`src/rtl/riscv_ctrl_pkg.sv`:
```
// Shared types for the multicycle RV32I controller: FSM states, ALU control codes,
// opcodes and datapath mux-select encodings.
package riscv_ctrl_pkg;

  typedef enum logic [3:0] {
    S_FETCH,
    S_DECODE,
    S_MEMADR,
    S_MEMREAD,
    S_MEMWB,
    S_MEMWRITE,
    S_EXEC_R,
    S_EXEC_I,
    S_ALUWB,
    S_JAL,
    S_BRANCH,
    S_LUI,
    S_ILLEGAL
  } state_t;

  typedef enum logic [3:0] {
    ALU_AND  = 4'b0000,
    ALU_OR   = 4'b0001,
    ALU_ADD  = 4'b0010,
    ALU_SUB  = 4'b0110,
    ALU_SLT  = 4'b0111,
    ALU_SLTU = 4'b1100,
    ALU_XOR  = 4'b1000,
    ALU_SLL  = 4'b1001,
    ALU_SRL  = 4'b1010,
    ALU_SRA  = 4'b1011
  } alu_ctrl_e;

  localparam logic [6:0] OP_LOAD   = 7'b0000011;
  localparam logic [6:0] OP_STORE  = 7'b0100011;
  localparam logic [6:0] OP_RTYPE  = 7'b0110011;
  localparam logic [6:0] OP_ITYPE  = 7'b0010011;
  localparam logic [6:0] OP_JAL    = 7'b1101111;
  localparam logic [6:0] OP_BRANCH = 7'b1100011;
  localparam logic [6:0] OP_LUI    = 7'b0110111;

  localparam logic [1:0] SRCA_PC    = 2'b00;
  localparam logic [1:0] SRCA_OLDPC = 2'b01;
  localparam logic [1:0] SRCA_RS1   = 2'b10;
  localparam logic [1:0] SRCA_ZERO  = 2'b11;

  localparam logic [1:0] SRCB_RS2   = 2'b00;
  localparam logic [1:0] SRCB_IMM   = 2'b01;
  localparam logic [1:0] SRCB_FOUR  = 2'b10;

  localparam logic [1:0] RES_ALUOUT = 2'b00;
  localparam logic [1:0] RES_MEM    = 2'b01;
  localparam logic [1:0] RES_ALU    = 2'b10;

endpackage

```
`src/rtl/riscv_alu_dec.sv`:
```
// Combinational ALU operation decode from funct3/funct7b5; zero latency, no flow control.
module riscv_alu_dec
  import riscv_ctrl_pkg::*;
(
  input  logic [2:0] funct3,
  input  logic       funct7b5,
  input  logic       is_rtype,
  output logic [3:0] alu_control
);

  alu_ctrl_e op_sel;

  // IR[30] selects SUB only for register ops (it is immediate data for ADDI),
  // but selects SRA for both register and immediate shifts.
  always_comb begin
    op_sel = ALU_ADD;
    case (funct3)
      3'b000:  op_sel = (is_rtype && funct7b5) ? ALU_SUB : ALU_ADD;
      3'b001:  op_sel = ALU_SLL;
      3'b010:  op_sel = ALU_SLT;
      3'b011:  op_sel = ALU_SLTU;
      3'b100:  op_sel = ALU_XOR;
      3'b101:  op_sel = funct7b5 ? ALU_SRA : ALU_SRL;
      3'b110:  op_sel = ALU_OR;
      default: op_sel = ALU_AND;
    endcase
  end

  assign alu_control = op_sel;

endmodule

```
`src/rtl/riscv_mc_controller.sv`:
```
// Multicycle RV32I control FSM (Moore outputs, mem waits held on mem_ready) with retire counter.
// CTRL_ILLEGAL_TRAP_EN: unknown opcodes lock into an ILLEGAL state flagged on illegal_o.
module riscv_mc_controller
  import riscv_ctrl_pkg::*;
#(
  parameter int CNT_W = 32
) (
  input  logic             clk,
  input  logic             rst_n,
  input  logic [6:0]       op,
  input  logic [2:0]       funct3,
  input  logic             funct7b5,
  input  logic             V,
  input  logic             Z,
  input  logic             N,
  input  logic             Carry,
  input  logic             mem_ready,
  output logic             mem_req,
  output logic             mem_write,
  output logic             adr_src,
  output logic             ir_write,
  output logic             pc_write,
  output logic             reg_write,
  output logic [1:0]       alu_src_a,
  output logic [1:0]       alu_src_b,
  output logic [1:0]       result_src,
  output logic [3:0]       alu_control,
`ifdef CTRL_ILLEGAL_TRAP_EN
  output logic             illegal_o,
`endif
  output logic [CNT_W-1:0] retired
);

  state_t     state, state_nxt;
  logic       retire;
  logic       taken;
  logic [3:0] dec_alu;
  logic       mem_req_c, mem_write_c, ir_write_c, pc_write_c, reg_write_c;

  riscv_alu_dec u_alu_dec (
    .funct3      (funct3),
    .funct7b5    (funct7b5),
    .is_rtype    (state == S_EXEC_R),
    .alu_control (dec_alu)
  );

  // Flags come from rs1 - rs2; Carry is NOT borrow, so !Carry means unsigned less-than.
  always_comb begin
    taken = 1'b0;
    case (funct3)
      3'b000:  taken = Z;
      3'b001:  taken = ~Z;
      3'b100:  taken = N ^ V;
      3'b101:  taken = ~(N ^ V);
      3'b110:  taken = ~Carry;
      3'b111:  taken = Carry;
      default: taken = 1'b0;
    endcase
  end

  always_ff @(posedge clk) begin
    if (!rst_n) begin
      state   <= S_FETCH;
      retired <= '0;
    end else begin
      state <= state_nxt;
      if (retire) retired <= retired + CNT_W'(1);
    end
  end

  always_comb begin
    state_nxt   = state;
    retire      = 1'b0;
    mem_req_c   = 1'b0;
    mem_write_c = 1'b0;
    adr_src     = 1'b0;
    ir_write_c  = 1'b0;
    pc_write_c  = 1'b0;
    reg_write_c = 1'b0;
    alu_src_a   = SRCA_PC;
    alu_src_b   = SRCB_RS2;
    result_src  = RES_ALUOUT;
    alu_control = ALU_ADD;
    case (state)
      S_FETCH: begin
        mem_req_c  = 1'b1;
        alu_src_b  = SRCB_FOUR;
        result_src = RES_ALU;
        ir_write_c = mem_ready;
        pc_write_c = mem_ready;
        if (mem_ready) state_nxt = S_DECODE;
      end
      S_DECODE: begin
        alu_src_a = SRCA_OLDPC;
        alu_src_b = SRCB_IMM;
        case (op)
          OP_LOAD, OP_STORE: state_nxt = S_MEMADR;
          OP_RTYPE:          state_nxt = S_EXEC_R;
          OP_ITYPE:          state_nxt = S_EXEC_I;
          OP_JAL:            state_nxt = S_JAL;
          OP_BRANCH:         state_nxt = S_BRANCH;
          OP_LUI:            state_nxt = S_LUI;
          default: begin
`ifdef CTRL_ILLEGAL_TRAP_EN
            state_nxt = S_ILLEGAL;
`else
            state_nxt = S_FETCH;
            retire    = 1'b1;
`endif
          end
        endcase
      end
      S_MEMADR: begin
        alu_src_a = SRCA_RS1;
        alu_src_b = SRCB_IMM;
        state_nxt = (op == OP_LOAD) ? S_MEMREAD : S_MEMWRITE;
      end
      S_MEMREAD: begin
        mem_req_c = 1'b1;
        adr_src   = 1'b1;
        if (mem_ready) state_nxt = S_MEMWB;
      end
      S_MEMWB: begin
        result_src  = RES_MEM;
        reg_write_c = 1'b1;
        state_nxt   = S_FETCH;
        retire      = 1'b1;
      end
      S_MEMWRITE: begin
        mem_req_c   = 1'b1;
        mem_write_c = 1'b1;
        adr_src     = 1'b1;
        if (mem_ready) begin
          state_nxt = S_FETCH;
          retire    = 1'b1;
        end
      end
      S_EXEC_R: begin
        alu_src_a   = SRCA_RS1;
        alu_src_b   = SRCB_RS2;
        alu_control = dec_alu;
        state_nxt   = S_ALUWB;
      end
      S_EXEC_I: begin
        alu_src_a   = SRCA_RS1;
        alu_src_b   = SRCB_IMM;
        alu_control = dec_alu;
        state_nxt   = S_ALUWB;
      end
      S_LUI: begin
        alu_src_a = SRCA_ZERO;
        alu_src_b = SRCB_IMM;
        state_nxt = S_ALUWB;
      end
      S_ALUWB: begin
        reg_write_c = 1'b1;
        state_nxt   = S_FETCH;
        retire      = 1'b1;
      end
      // Jump target was parked in ALUOut by DECODE; the ALU meanwhile forms PC+4 for rd.
      S_JAL: begin
        alu_src_a  = SRCA_OLDPC;
        alu_src_b  = SRCB_FOUR;
        pc_write_c = 1'b1;
        state_nxt  = S_ALUWB;
      end
      S_BRANCH: begin
        alu_src_a   = SRCA_RS1;
        alu_src_b   = SRCB_RS2;
        alu_control = ALU_SUB;
        pc_write_c  = taken;
        state_nxt   = S_FETCH;
        retire      = 1'b1;
      end
      default: state_nxt = state;
    endcase
  end

  assign mem_req   = rst_n & mem_req_c;
  assign mem_write = rst_n & mem_write_c;
  assign ir_write  = rst_n & ir_write_c;
  assign pc_write  = rst_n & pc_write_c;
  assign reg_write = rst_n & reg_write_c;
`ifdef CTRL_ILLEGAL_TRAP_EN
  assign illegal_o = rst_n & (state == S_ILLEGAL);
`endif

endmodule

```
`config.mk`:
```
export PLATFORM = sky130hd
export DESIGN_NAME = riscv_mc_controller
export DESIGN_NICKNAME = d
export VERILOG_FILES = /design/src/rtl/riscv_ctrl_pkg.sv /design/src/rtl/riscv_alu_dec.sv /design/src/rtl/riscv_mc_controller.sv
export SDC_FILE = /design/constraint.sdc
export NUM_CORES = 1
export LEC_CHECK = 0
export ABC_AREA = 1
export BUFFER_PORTS_ARGS = -buffer_cell sky130_fd_sc_hd__buf_2
export CAP_MARGIN = 0
export CORE_MARGIN = 5
export CORE_UTILIZATION = 54
export DETAILED_ROUTE_END_ITERATION = 8
export PLACE_DENSITY_LB_ADDON = 0.25
export REMOVE_ABC_BUFFERS = 1
export SLEW_MARGIN = 25
export SYNTH_ARGS = -nofsm -noshare
export SYNTH_HDL_FRONTEND = slang
export SYNTH_SLANG_ARGS = --single-unit
```
`constraint.sdc`:
```
create_clock -name clk -period 2.04 [get_ports clk]
set_input_delay 0.204 -clock clk [delete_from_list [all_inputs] [get_ports clk]]
set_output_delay 0.204 -clock clk [all_outputs]
set_load 0.02 [all_outputs]
```
==> results, run 1 <==
- The run finished with clean final reports.
- The total core area is 0.00504 mm^2.
- The flip-flop and latch count after synthesis is 36.
- The data required time at the worst endpoint is 1840 ps.
- After detailed routing, the average wire length per cell comes to 12.1 um.
- The type of the worst setup path is flip-flop to primary output.
- Compared with the post-synthesis result, the final layout area differs by 18.7%.
- Detailed placement finished with a half-perimeter wire length of roughly 5.7 mm.
- The highest net fanout along the worst path is 4.
- The worst setup path is captured at a primary output.
- The share of the yosys chip area belonging to registers is 0.261.
- The count of cells along the worst register-to-register path is 8.
- The antenna diode count is 0.
- The total number of yosys warnings is 0.
- In this run the clock root is driven by a sky130_fd_sc_hd__clkbuf_8.
- For this run the aggregate overflow at the end of global routing stands at 0.
- The share of post-route cells with drive strength above 1 is 0.167.
- Counting the fill cells in the layout gives slightly below 500.
- Of all flip-flops after synthesis, the portion carrying an async set or reset was 0.
- The number of antenna-violating nets in the routed design is 0.
- Hold timing on the final database bottoms out at a slack of 320 ps.
- TritonCTS built the clock tree.
- In this run the static leakage power is about 1.5 nW.
- The area of the die is 0.00665 mm^2.
- Measured against its own limit, the worst slew margin works out to 0.774.
- The final layout contains 566 nets.
- The initialized floorplan defines 26 standard-cell rows.
- Setup repair after global routing left no endpoint under its margin.
- In this run the most critical hold path is launched from rst_n.
- The post-route worst setup slack is around 130 ps.
- The max-cap check violation count is 0.
- The detailed router finished its first iteration with 260 violations.
- The number of cells on the worst hold path is 3.
- After detailed routing, the number of vias per cell comes to 5.26.
- The initial utilization of the core area, before any placement, comes to 0.548.
- The area of the mapped netlist is around 0.0028 mm^2.
- The combinational group share of total power is 0.159.
- The number of cells in the design after placement is a little over 600.
- The most frequently used flop master after synthesis is sky130_fd_sc_hd__dfxtp_1.
- The total setup violations reported at the end of the flow is 0.
- For the worst-skew pair, the clock arrives at the later sink with an insertion delay of 290 ps.
- The final worst clock skew is 8.42 ps.
- After clock tree synthesis, the clock-pin slew on the worst setup and hold paths is 70 ps.
- Buffers placed on the I/O ports in this run total 65.
- The power density over the cells is around 490 mW/mm^2.
- The net switching fraction of the power is 0.279.
- After detailed routing, the number of remaining DRC violations is 0.
- The worst path needs 1910 ps of the cycle, external delays included.
- The clock tree synthesis step divided the H-tree into 2 levels.
- The congestion estimate from routability-driven global placement came to just under 1.
- In the finished design, the share of the clock period the worst path needs comes to 0.936.
- The commonest cells after synthesis are sky130_fd_sc_hd__nand2_1 (172), sky130_fd_sc_hd__nor2_1 (74), sky130_fd_sc_hd__nand3_1 (51), sky130_fd_sc_hd__a21oi_1 (43), sky130_fd_sc_hd__dfxtp_1 (36).
- The die width is 81.6 um.
- sky130_fd_sc_hd__dfxtp_1 takes more of the synthesized area than any other cell.
- By instance count, the leading cell after synthesis is sky130_fd_sc_hd__nand2_1.
- The terminus of the critical flop-to-flop path is retired[26].
- The final-layout setup total negative slack is 0 ps.
- The power share of the sequential group is 0.448.
- The clock drives 36 sinks.
- The number of unique standard cell types used by synthesis is 27.
- After detailed routing, the total wire length is 7.46 mm.
- The worst reg2reg path startpoint is state[3].
- STA puts the critical path data arrival time at 1710 ps.
- In this run the count of I/O pins placed on the die edge is 66.
- The maximum frequency from static timing analysis is 0.523 GHz.
- The transition time of the tightest slew-check pin is 338 ps.
- In this run the vertical extent of the chip is a little over 80 um.
- For this run, the total global-route usage over all layers was measured as 0.236.
- Cell internal power was estimated by the tool at 0.00115 W.
- The net switching power is roughly 0.00045 W.
- The worst-case IR drop observed on VDD is 351 uV.
- Buffers inserted during clock tree synthesis total 5.
- Yosys attributes the largest share of cell area to sky130_fd_sc_hd__dfxtp_1 (26%), sky130_fd_sc_hd__nand2_1 (23%), sky130_fd_sc_hd__nor2_1 (10%), sky130_fd_sc_hd__nand3_1 (9.2%), sky130_fd_sc_hd__a21oi_1 (7.8%).
- The first global-routing pass estimated around 13 mm of wire.
- The number of instances in the synthesized netlist is about 480.
- Yosys mapped a number of flops with a built-in enable equal to 0.
- The worst setup slack for register-to-register paths is roughly 310 ps.
- Of the post-synthesis cell area, the dominant cell type holds 0.261.
- Averaged over all synthesized cells, the footprint is approximately 5.8 um^2.
- The first detailed-routing pass ran for 5 iterations.
- Entering global routing, the biggest net connects 33 pins.
- The power share of the clock group is 0.393.
- The longest clock path from root to sink contains 2 buffers.
- The number of global-route vias before repair was 2889.
- Buffers added to address setup during post-CTS repair amount to 0.
- Once layout is complete, the cells apart from fillers number 614.
- The number of max-slew violations in the final report is 0.
- The routed layout has ~3200 vias.
- The initial antenna violation count is 0.
- The path class of the tightest hold or removal check is input port to flip-flop.
- The capture endpoint of the worst hold path is state[1].
- The count of final hold-check violations is 0.
- The worst setup path is launched from a flip-flop.
- The worst slack at placement is between 200 and 250 ps.
## flip-flops by register name, indices dropped and copies added, names as in the netlist
signal and cells:
retired 32, state 4
## layout make-up
cell class	count	area (um^2)	share of cell area
Timing Repair Buffer	72	394	0.120
Tap cell	70	87.6	0.0267
Clock inverter	3	42.5	0.0130
Multi-Input combinational cell	393	1840	0.560
Clock buffer	5	68.8	0.0210
Inverter	35	131	0.0400
Sequential cell	36	721	0.220
## routing by layer
metal	vias up	global-route usage	part of all wire
met2	91	0.401	0.48
met3	12	0.0439	0.059
li1	1656	-	-
met4	0	0.0574	0.013
met1	1468	0.308	0.44
met5	-	0	0
## how the worst max path moves through the flow
stage,slack [ps],end,startpoint,cells past startpoint
4_1_cts,60,alu_control[2],state[2],9
3_3_place_gp,260,retired[15],state[3],8
6_report,130,alu_control[2],state[2],9
3_5_place_dp,250,retired[18],state[3],8
5_1_grt,3,alu_control[2],state[2],9
2_1_floorplan,-330,retired[17],state[2],8
## repair_timing
action                     4_1_cts  5_1_grt
setup endpoints to repair        1        2
resized for setup                1        2
hold buffers                     0        0
pin swaps                        0        1
## critical path, stage by stage, from the launching register on
cell                       delay (ps)
sky130_fd_sc_hd__dfxtp_1          340
sky130_fd_sc_hd__inv_1             80
sky130_fd_sc_hd__ha_1             200
sky130_fd_sc_hd__clkinv_1         140
sky130_fd_sc_hd__nor2_4           170
sky130_fd_sc_hd__inv_1             80
sky130_fd_sc_hd__nand2_1           60
sky130_fd_sc_hd__inv_1             50
sky130_fd_sc_hd__a31oi_1          130
sky130_fd_sc_hd__buf_2            180
## stage by stage
stage,total power [W],utilization,cell area (um^2)
6_report,0.00160,0.651,3280
5_1_grt,0.00166,0.651,3280
4_1_cts,0.00161,0.649,3270
3_5_place_dp,0.000987,0.627,3160
3_3_place_gp,0.000983,0.627,3160
2_1_floorplan,0.000880,-,2680
## cell usage in the layout, fill, tap and decap left out, drive strengths merged
cell      Yosys  routed
a21oi        43      43
dfxtp        36      36
or2           1       1
inv          34      34
nand3b       15      15
buf           6      72
clkinv        1       2
o311ai        1       1
a31oi         1       1
xor2         10      10
o21ai         4       4
o21bai        1       1
clkbuf        7       5
bufinv        0       1
clkinvlp      0       1
nand2       173     173
nor3b         1       1
nor3          3       3
nand4         1       1
ha            5       5
nand3        51      51
nor2         75      75
xnor2         7       7
a2111o        1       1
## cell families after synthesis
| group | synth area share |
|---|---|
| fa+ha+maj | 0.0226 |
| buf+inv | 0.0774 |
| xor+xnor | 0.0538 |
| simple gates | 0.488 |
| flops | 0.261 |
| compound gates | 0.0973 |
## power groups by stage
stage / clock (W) / combinational (W) / sequential [W]
2_1_floorplan: 0 / 0.000140 / 0.000740
3_5_place_dp: 0 / 0.000253 / 0.000734
4_1_cts: 0.000638 / 0.000253 / 0.000717
5_1_grt: 0.000663 / 0.000281 / 0.000719
3_3_place_gp: 0 / 0.000249 / 0.000733
6_report: 0.000628 / 0.000254 / 0.000718
Power figures use the tool's default switching activity.
==> inputs of run 2 (changes only) <==
--- a/config.mk
+++ b/config.mk
@@ -12,8 +12,9 @@
 export CORE_UTILIZATION = 54
 export DETAILED_ROUTE_END_ITERATION = 8
 export PLACE_DENSITY_LB_ADDON = 0.25
+export RECOVER_POWER = 50
 export REMOVE_ABC_BUFFERS = 1
-export SLEW_MARGIN = 25
+export SLEW_MARGIN = 40
 export SYNTH_ARGS = -nofsm -noshare
 export SYNTH_HDL_FRONTEND = slang
 export SYNTH_SLANG_ARGS = --single-unit
==> constraint.sdc (replaced) <==
create_clock -name clk -period 2.04 [get_ports clk]
set_input_delay 0.204 -clock clk [delete_from_list [all_inputs] [get_ports clk]]
set_output_delay 0.204 -clock clk [all_outputs]
set_load 0.05 [all_outputs]
==> results, run 2 (synthesized netlist as in run 1, its figures left out) <==
- The worst setup path is captured at a primary output.
- The routed length per instance came to 12.1 um (-0.15%).
- The data required time at the worst endpoint is 1840 ps (about the same).
- The minimum clock period is 1960 ps (+50.1 ps).
- The post-route fraction of the period consumed by the critical path is 0.961 (+0.0246).
- The total core area is 0.00504 mm^2 (unchanged).
- The core occupancy in the finished layout is 0.643 (-0.00794).
- The post-DP HPWL is 5.69 mm (-0.34%).
- The post-detailed-routing wire length is 7.46 mm (about the same).
- The highest net fanout along the worst path is 4 (unchanged).
- The number of antenna-violating nets in the routed design came to 0 (unchanged).
- The post-layout instance area was 0.00324 mm^2 (-1.2%).
- The terminus of the critical flop-to-flop path is retired[15].
- The total cell area at the placement stage is 0.00318 mm^2 (+0.48%).
- The placer congestion estimate is 0.979 (+1.9%).
- The count of final hold-check violations is 0 (unchanged).
- The source-to-sink clock delay at the later pin of the worst-skew pair is 300 ps (about the same).
- The overflow left after global routing came to 0 (unchanged).
- The post-route DRC violation count came to 0 (unchanged).
- The largest register by flop count is retired.
- The path class of the tightest hold or removal check is input port to flip-flop.
- For hold timing, the worst endpoint is state[0].
- The total number of vias is 3197 (-0.93%).
- The number of vias per cell after detailed routing came to 5.20 (-1.1%).
- The initial cell density of the core is 0.548 (unchanged).
- The share of post-route cells with drive strength above 1 is 0.108 (-0.0590).
- The count of cells along the worst register-to-register path is 9 (+1).
- The setup fix buffers added after clock tree synthesis is 0 (unchanged).
- The number of flip-flops under the largest register name came to 32 (unchanged).
- The die width is 81.6 um (unchanged).
- The number of buffers on the longest clock path came to 2 (unchanged).
- The total CTS buffers was 5 (unchanged).
- The number of cells on the worst hold path came to 6 (+3).
- The die span in y is 81.6 um (unchanged).
- The worst setup slack for register-to-register paths is 240 ps (-70 ps).
- The count of input and output buffers is 65 (unchanged).
- Compared with the post-synthesis result, the final layout area differs by 17.3%.
- The worst setup path startpoint is state[3].
- The count of pins on the block boundary is 66 (unchanged).
- The standby leakage power is 1.32 nW (-9.6%).
- The antenna diode count is 0 (unchanged).
- The total design power is 0.00158 W (-1.0%).
- The final worst clock skew is 9.93 ps (+1.51 ps).
- The power density over the cells is 488 mW/mm^2 (+0.22%).
- The H-tree depth reported by CTS is 2 (unchanged).
- The total routing usage reported by global routing is 0.236 (about the same).
- The number of max-slew violations in the final report is 0 (unchanged).
- The endpoint arrival time on the critical path was 1760 ps (+50 ps).
- The initial antenna violation count came to 0 (unchanged).
- The worst reg2reg path startpoint is state[3].
- The area of the die is 0.00665 mm^2 (unchanged).
- The worst slack at placement is 216 ps (-29.5 ps).
- The number of detailed-routing iterations run before antenna repair came to 5 (unchanged).
- The cts-stage hold buffer count was 0 (unchanged).
- The max-cap check violation count is 0 (unchanged).
- The clock transition at the register clock pins on the worst setup and hold paths after CTS is 70 ps (about the same).
- The final-layout setup total negative slack was 0 ps (unchanged).
- The critical path is of the flip-flop to primary output type.
- In this run the most critical hold path is launched from op[5].
- The largest net degree at the start of global routing is 33 (unchanged).
- The flow ran to the end, and the final reports show no timing, DRC or antenna violations.
- The largest registers in the layout are retired: 32 flops, state: 4 flops.
- The number of DRC markers after the initial detailed-route iteration is 191 (-27%).
- The startpoint type of the worst setup path is a flip-flop.
- The post-route worst setup slack was 79.5 ps (-50.1 ps).
- The number of placement rows is 26 (unchanged).
- In this run the clock root is driven by a sky130_fd_sc_hd__clkbuf_8.
- The number of global-route vias before repair is 2854 (-1.2%).
- The most common cell after layout, fill and taps aside is sky130_fd_sc_hd__nand2_1.
- The first-pass GRT wire length is 12.4 mm (-1.2%).
- The maximum frequency from static timing analysis was 0.510 GHz (-2.6%).
- The total number of clock tree sinks is 36 (unchanged).
- The relative max-transition margin is 0.568 (-0.206).
- The maximum ir drop on the vdd rail came to 381 uV (+8.7%).
- Setup repair after global routing could not meet its margin everywhere.
- The CTS tree is yes.
- The number of nets in the layout is 568 (+0.35%).
- The total setup violations reported at the end of the flow is 0 (unchanged).
- The transition time of the tightest slew-check pin is 650 ps (+312 ps).
- The library cells used most frequently in the layout, excluding fill and tap cells, are sky130_fd_sc_hd__nand2_1 (172), sky130_fd_sc_hd__nor2_1 (73), sky130_fd_sc_hd__nand3_1 (51).
run 2: cell types whose count changed in the layout (fill, tap and decap cells not counted), sizes merged:
cell,before,now
bufinv,1,0
inv,34,35
clkbuf,5,45
clkinv,2,0
buf,72,36
clkinvlp,1,0
run 2: area by class of cell:
type                    instances  area [um^2]
clock buffers                   7         96.3
fillers                       483         1800
inverters                      35          131
multi-input cells             393         1840
flip-flops and latches         36          721
well taps                      70         87.6
repair buffers                 74          369
run 2: critical path, cell delays in order (launching register included):
cell                      delay, ps
sky130_fd_sc_hd__dfxtp_1        340
sky130_fd_sc_hd__inv_1           90
sky130_fd_sc_hd__ha_1           200
sky130_fd_sc_hd__inv_1           70
sky130_fd_sc_hd__a21oi_1        290
sky130_fd_sc_hd__inv_1           80
sky130_fd_sc_hd__nor2_1         120
sky130_fd_sc_hd__buf_2          280
run 2: worst max path at each step:
stage	end	slack [ps]	depth (start not counted)
after floorplan	alu_src_b[0]	-600	4
after global placement	alu_control[2]	270	9
after detailed placement	alu_control[2]	220	9
after CTS	alu_control[2]	40	9
after global routing	reg_write	-10	7
final	reg_write	80	7
run 2: timing repair:
| action | CTS | global route |
|---|---|---|
| endpoints found under the setup margin | 2 | 4 |
| gates cloned | 0 | 0 |
| hold endpoints to repair | 0 | 0 |
| pin swaps | 0 | 1 |
| resized for setup | 2 | 4 |
run 2: report_power, final:
group	total, W	switching [W]	internal [W]	leakage (nW)
Combinational	0.000302	0.000219	0.0000836	0.984
Sequential	0.000718	0.00000874	0.000709	0.290
Clock	0.000564	0.000262	0.000301	0.0503
Total	0.00158	0.000490	0.00109	1.32
run 2: metal layers:
metal  track usage  wire [um]  up-vias
met1         0.303       3310     1415
li1              -          -     1669
met5             0          0        -
met2         0.397       3430      102
met4        0.0743        133        0
met3        0.0471        576       11
run 2: stage by stage:
stage | instances | hold WS, ps
2_1_floorplan | 464 | 447
3_3_place_gp | 608 | 490
3_5_place_dp | 608 | 501
4_1_cts | 615 | 355
5_1_grt | 615 | 382
6_report | 615 | 352
